### src/rtl/mem_wb_stage_if.sv
// MEM->WB bundle: MEM-side instruction, memory data,
// hazard controls and the writeback/bypass results.
interface mem_wb_stage_if;
  logic        valid_in;
  logic        RegW_in;
  logic        MemR_in;
  logic [2:0]  Rd_in;
  logic [15:0] ALUResult_in;
  logic [15:0] MemoryOut;
  logic        stall;
  logic        flush;
  logic        RegWrite;
  logic [2:0]  WriteReg;
  logic [15:0] WriteData;
  logic        fwd_valid;
  logic [2:0]  fwd_reg;
  logic [15:0] fwd_data;

  modport master (
    output valid_in, RegW_in, MemR_in,
    output Rd_in, ALUResult_in, MemoryOut,
    output stall, flush,
    input  RegWrite, WriteReg, WriteData,
    input  fwd_valid, fwd_reg, fwd_data
  );

  modport slave (
    input  valid_in, RegW_in, MemR_in,
    input  Rd_in, ALUResult_in, MemoryOut,
    input  stall, flush,
    output RegWrite, WriteReg, WriteData,
    output fwd_valid, fwd_reg, fwd_data
  );
endinterface

### src/rtl/mem_wb_stage.sv
// Writeback stage with stalled-load data hold and bypass.
// MEM_WB_PERF_CNT_EN adds the 16-bit retired counter.
module mem_wb_stage (
  input  logic         clk,
  input  logic         reset_n,
`ifdef MEM_WB_PERF_CNT_EN
  output logic [15:0]  retired,
`endif
  mem_wb_stage_if.slave bus
);

  typedef struct packed {
    logic        valid;
    logic        regw;
    logic        memr;
    logic [2:0]  rd;
    logic [15:0] alu;
  } wb_t;

  wb_t         wb_q;
  logic        ld_held;
  logic [15:0] hold_q;
  logic [15:0] ld_data;
  logic        wr_en;
  logic [15:0] wr_data;

  // Memory data is only valid one cycle; park it once a stall hits.
  assign ld_data = ld_held ? hold_q : bus.MemoryOut;
  assign wr_data = wb_q.memr ? ld_data : wb_q.alu;
  assign wr_en   = wb_q.valid & wb_q.regw & ~bus.stall;

  assign bus.RegWrite  = wr_en;
  assign bus.WriteReg  = wb_q.rd;
  assign bus.WriteData = wr_data;

  always_ff @(posedge clk) begin
    if (!reset_n) begin
      wb_q    <= '0;
      ld_held <= 1'b0;
      hold_q  <= '0;
    end else if (!bus.stall) begin
      ld_held <= 1'b0;
      if (bus.flush) begin
        wb_q.valid <= 1'b0;
        wb_q.regw  <= 1'b0;
        wb_q.memr  <= 1'b0;
      end else begin
        wb_q.valid <= bus.valid_in;
        wb_q.regw  <= bus.RegW_in;
        wb_q.memr  <= bus.MemR_in;
        wb_q.rd    <= bus.Rd_in;
        wb_q.alu   <= bus.ALUResult_in;
      end
    end else if (wb_q.valid && wb_q.memr && !ld_held) begin
      hold_q  <= bus.MemoryOut;
      ld_held <= 1'b1;
    end
  end

  always_ff @(posedge clk) begin
    if (!reset_n) begin
      bus.fwd_valid <= 1'b0;
      bus.fwd_reg   <= '0;
      bus.fwd_data  <= '0;
    end else if (wr_en) begin
      bus.fwd_valid <= 1'b1;
      bus.fwd_reg   <= wb_q.rd;
      bus.fwd_data  <= wr_data;
    end
  end

`ifdef MEM_WB_PERF_CNT_EN
  always_ff @(posedge clk) begin
    if (!reset_n)
      retired <= '0;
    else if (wb_q.valid && !bus.stall)
      retired <= retired + 16'd1;
  end
`endif

endmodule

### src/flat_wrapper.sv
// flat-port wrapper written by rule: the top's interface ports become plain ports
module mem_wb_stage_flat 
  (clk, reset_n, bus_valid_in, bus_RegW_in, bus_MemR_in, bus_Rd_in, bus_ALUResult_in, bus_MemoryOut, bus_stall, bus_flush, bus_RegWrite, bus_WriteReg, bus_WriteData, bus_fwd_valid, bus_fwd_reg, bus_fwd_data);
  mem_wb_stage_if bus_i ();
  input  logic clk;
  input  logic reset_n;
  input wire logic [$bits(bus_i.valid_in)-1:0] bus_valid_in;
  input wire logic [$bits(bus_i.RegW_in)-1:0] bus_RegW_in;
  input wire logic [$bits(bus_i.MemR_in)-1:0] bus_MemR_in;
  input wire logic [$bits(bus_i.Rd_in)-1:0] bus_Rd_in;
  input wire logic [$bits(bus_i.ALUResult_in)-1:0] bus_ALUResult_in;
  input wire logic [$bits(bus_i.MemoryOut)-1:0] bus_MemoryOut;
  input wire logic [$bits(bus_i.stall)-1:0] bus_stall;
  input wire logic [$bits(bus_i.flush)-1:0] bus_flush;
  output wire logic [$bits(bus_i.RegWrite)-1:0] bus_RegWrite;
  output wire logic [$bits(bus_i.WriteReg)-1:0] bus_WriteReg;
  output wire logic [$bits(bus_i.WriteData)-1:0] bus_WriteData;
  output wire logic [$bits(bus_i.fwd_valid)-1:0] bus_fwd_valid;
  output wire logic [$bits(bus_i.fwd_reg)-1:0] bus_fwd_reg;
  output wire logic [$bits(bus_i.fwd_data)-1:0] bus_fwd_data;
  assign bus_i.valid_in = bus_valid_in;
  assign bus_i.RegW_in = bus_RegW_in;
  assign bus_i.MemR_in = bus_MemR_in;
  assign bus_i.Rd_in = bus_Rd_in;
  assign bus_i.ALUResult_in = bus_ALUResult_in;
  assign bus_i.MemoryOut = bus_MemoryOut;
  assign bus_i.stall = bus_stall;
  assign bus_i.flush = bus_flush;
  assign bus_RegWrite = bus_i.RegWrite;
  assign bus_WriteReg = bus_i.WriteReg;
  assign bus_WriteData = bus_i.WriteData;
  assign bus_fwd_valid = bus_i.fwd_valid;
  assign bus_fwd_reg = bus_i.fwd_reg;
  assign bus_fwd_data = bus_i.fwd_data;
  mem_wb_stage u_core (.clk(clk), .reset_n(reset_n), .bus(bus_i));
endmodule
### config.mk
export PLATFORM = sky130hd
export DESIGN_NAME = mem_wb_stage_flat
export DESIGN_NICKNAME = d
export VERILOG_FILES = /design/src/rtl/mem_wb_stage_if.sv /design/src/rtl/mem_wb_stage.sv /design/src/flat_wrapper.sv
export SDC_FILE = /design/constraint.sdc
export NUM_CORES = 1
export LEC_CHECK = 0
export CORE_AREA = 2 2 89 91
export DETAILED_ROUTE_END_ITERATION = 8
export DIE_AREA = 0 0 91 93
export MAX_ROUTING_LAYER = met4
export PLACE_DENSITY = 0.6
export SETUP_SLACK_MARGIN = 0.1
export SLEW_MARGIN = 10
export SYNTH_ARGS = -nofsm -noshare
export SYNTH_HDL_FRONTEND = slang
export SYNTH_SLANG_ARGS = --single-unit
### constraint.sdc
create_clock -name clk -period 1.6 [get_ports clk]
set_input_delay 0.32 -clock clk [delete_from_list [all_inputs] [get_ports clk]]
set_output_delay 0.32 -clock clk [all_outputs]
set_load 0.01 [all_outputs]
==> summary.txt <==
Run status
  – Outcome: finished with violations
  – Failing checks: negative setup slack

Die
  – Core box area: 7530 um2
  – I/O pin count: 82
  – Die H: 93 um
  – FP Rows: 32
  – Die Area: 8460 um2
  – Starting density of the core: between 30% and 40%
  – Die X: 91 um

Timing
  – Max-slew violation count: 0
  – Worst hold margin: 459 ps
  – Hold Vio Cnt, Final: 0
  – Final period utilization: 105%
  – Final setup viols: 14
  – RSZ-0062 raised after global routing: yes
  – Final worst slack: -72.9 ps
  – Layout Skew: ~8.9 ps
  – Worst-Margin Slew: 266 ps
  – Max_slew headroom: 82.3%
  – FMAX: 0.598 GHz
  – Period minus WS final: 1670 ps

Route
  – Via Count: 2209
  – Number of remaining DRC errors: 0
  – DRT antenna net count: 0
  – TritonRoute pass-1 iters: 4
  – Drt wl/cell: between 10 and 15 um
  – Violation count after the first detailed-routing iteration: 34
  – Vias/cell: 4.52
  – Final Routed Wirelength: between 6000 and 7000 um

Finish
  – Synthesis-to-finish area growth: 52.2%
  – Top reg by flops: u_core.wb_q
  – NumNets Final: 424
  – Layout cells sized above 1: 22.2%
  – Non-Filler Instances: 489
  – Fill cells: 764
  – Antenna cells: 0
  – Largest registers: u_core.wb_q: 19 flops, u_core.bus.fwd_data: 16 flops, u_core.hold_q: 16 flops
  – Max FFs per register: 19

Logic synthesis
  – Synthesized flop and latch total: 59
  – Synthesized area: 2480 um2
  – Avg Cell Area, Syn: between 8 and 9 um2
  – Syn Inst Count: 278
  – Netlist cell types: 22
  – Sequential area share after synthesis: 47.7%
  – Yosys Warn Count: 0
  – Post-Syn Nets: 320

Worst setup path
  – CP max stage delay: 370 ps
  – Critical path class: reg -> out
  – Worst path slowest cell: dfxtp_4
  – Worst-path fanout max: 8
  – Worst path required time: 1280 ps
  – Delay-heaviest family, CP: flip-flops
  – WP data arrival: 1350 ps
  – R2r setup slk: 220 ps
  – Critical path startpoint category: register
  – Crit-path cells: buf_12 -> mux2i_4 -> a21oi_2 -> buf_2
  – WP buf/inv: 2
  – CP endpoint kind: primary output

Clock network
  – CTS tree: yes
  – CTS H-Tree Depth: 3
  – Clock Path Buffers: 2
  – Clock root buffer: clkbuf_8
  – CTS clk-pin slew, worst paths: ~60 ps
  – Clk Latency, worst-skew pair: around 330 ps
  – CTS sink count: 59
  – Inserted Clock Buffers: 9

Min path
  – Kind of path behind the tightest hold check: reg -> reg

Place
  – Gp weighted congestion: 0.771
  – Placed Cells: 461
  – DPL Wire Length: between 4000 and 5000 um
  – IO buf count: 81

Power and ir drop
  – Power consumption: 3110 uW
  – Pleak: 0.00154 uW
  – PwrDens: just over 800 nW/um2
  – Worst vdd ir: around 0.35 mV

Global route
  – Largest net degree at the start of global routing: 32
  – Total overflow reported by the global router: 0
  – Overall Global Routing Usage: roughly 17%
  – Vias in the first global route: about 2300
  – Initial antenna violation count: 0
  – Global-route wire length before repair: 11100 um

Job
  – Max-cap violations: 0
kinds of logic after synthesis:
family          share of synthesized area (%)
buf+inv                                  6.52
flops                                    47.7
simple gates                             17.3
compound gates                           20.8
mux                                      7.68
Yosys cell counts:
cell	count	area, um2
and4b_1	1	10.0
clkbuf_1	10	37.5
buf_2	5	25.0
mux2i_1	19	190
or2_2	1	6.26
buf_6	5	56.3
a22o_1	16	140
nand4b_1	1	8.76
and2_4	1	8.76
a21oi_1	18	90.1
nor2b_1	7	43.8
dfxtp_1	59	1180
nor3b_1	1	7.51
o21a_1	1	7.51
buf_4	5	37.5
nor2_1	18	67.6
a21boi_0	34	255
a22oi_1	2	15.0
nand2_1	71	267
clkbuf_2	1	5.00
a21boi_1	1	7.51
and3b_1	1	8.76
per-stage QoR:
stage               setup WS [ps]  setup TNS (ps)  area, um2  util, %
floorplan                     185               0       2480        -
global placement             -488           -9570       3500     46.5
detailed placement           -444          -10820       3500     46.5
CTS                          -120            -736       3740     49.7
global route                 -120           -1360       3770     50.1
finish                      -72.9            -313       3770     50.1
power by group:
group | switching, uW | leakage (uW) | internal (uW)
combinational | 171 | 0.000975 | 233
clock | 557 | 0.0000905 | 644
sequential | 15.0 | 0.000479 | 1490
final cells by class:
| type | count | area [um2] | area share, % |
|---|---|---|---|
| multi-input cells | 193 | 1210 | 32.1 |
| flip-flops and latches | 59 | 1190 | 31.5 |
| clock buffers | 14 | 163 | 4.31 |
| repair buffers | 119 | 1070 | 28.4 |
| clock inverters | 2 | 10.0 | 0.266 |
| well taps | 102 | 128 | 3.39 |
worst reg2reg max path: cells and delay by family, from the launching register on:
| family | cells | cell delay (ps) |
|---|---|---|
| muxes | 1 | 230 |
| buffers and inverters | 3 | 400 |
| AOI/OAI and AO/OA | 2 | 260 |
| DFF | 1 | 390 |
final timing paths:
| check | startpoint | end | cells past startpoint |
|---|---|---|---|
| max reg2reg | u_core.ld_held$_SDFFE_PN0P_ | u_core.bus.fwd_data[10]$_SDFFE_PN0P_ | 6 |
| min reg2reg | u_core.wb_q[4]$_SDFFE_PN0P_ | u_core.wb_q[4]$_SDFFE_PN0P_ | 2 |
| max | u_core.ld_held$_SDFFE_PN0P_ | bus_WriteData[3] | 4 |
| min | u_core.wb_q[4]$_SDFFE_PN0P_ | u_core.wb_q[4]$_SDFFE_PN0P_ | 2 |
what timing repair did:
item / in CTS / in global routing
hold buffers: 0 / 0
gates resized for setup: 105 / 13
setup buffers: 12 / 2
pin swaps: 16 / 6
gates cloned: 1 / 0
endpoints found under the setup margin: 40 / 34
metal layers:
layer / vias to the layer above / global-route usage (%) / part of all wire (%)
li1: 1141 / - / -
met1: 1011 / 20.4 / 48
met2: 49 / 28.8 / 46
met3: 8 / 3.79 / 4.2
met4: 0 / 6.82 / 1.5
met5: - / - / 0
placed cells by master, fill, tap and decap left out, types with 2 or more instances in the layout:
master,instances
buf_6,4
clkdlybuf4s50_1,41
buf_4,28
nor2_1,17
buf_12,6
mux2i_1,14
mux2i_4,3
a21oi_1,10
nand2_1,71
dfxtp_1,57
clkbuf_8,11
clkinv_2,2
a22o_1,16
a22oi_1,2
a21boi_0,34
buf_2,17
a21oi_2,8
dlygate4sd2_1,23
nor2b_1,7
clkbuf_1,3
mux2i_2,2
Power figures use the tool's default switching activity.
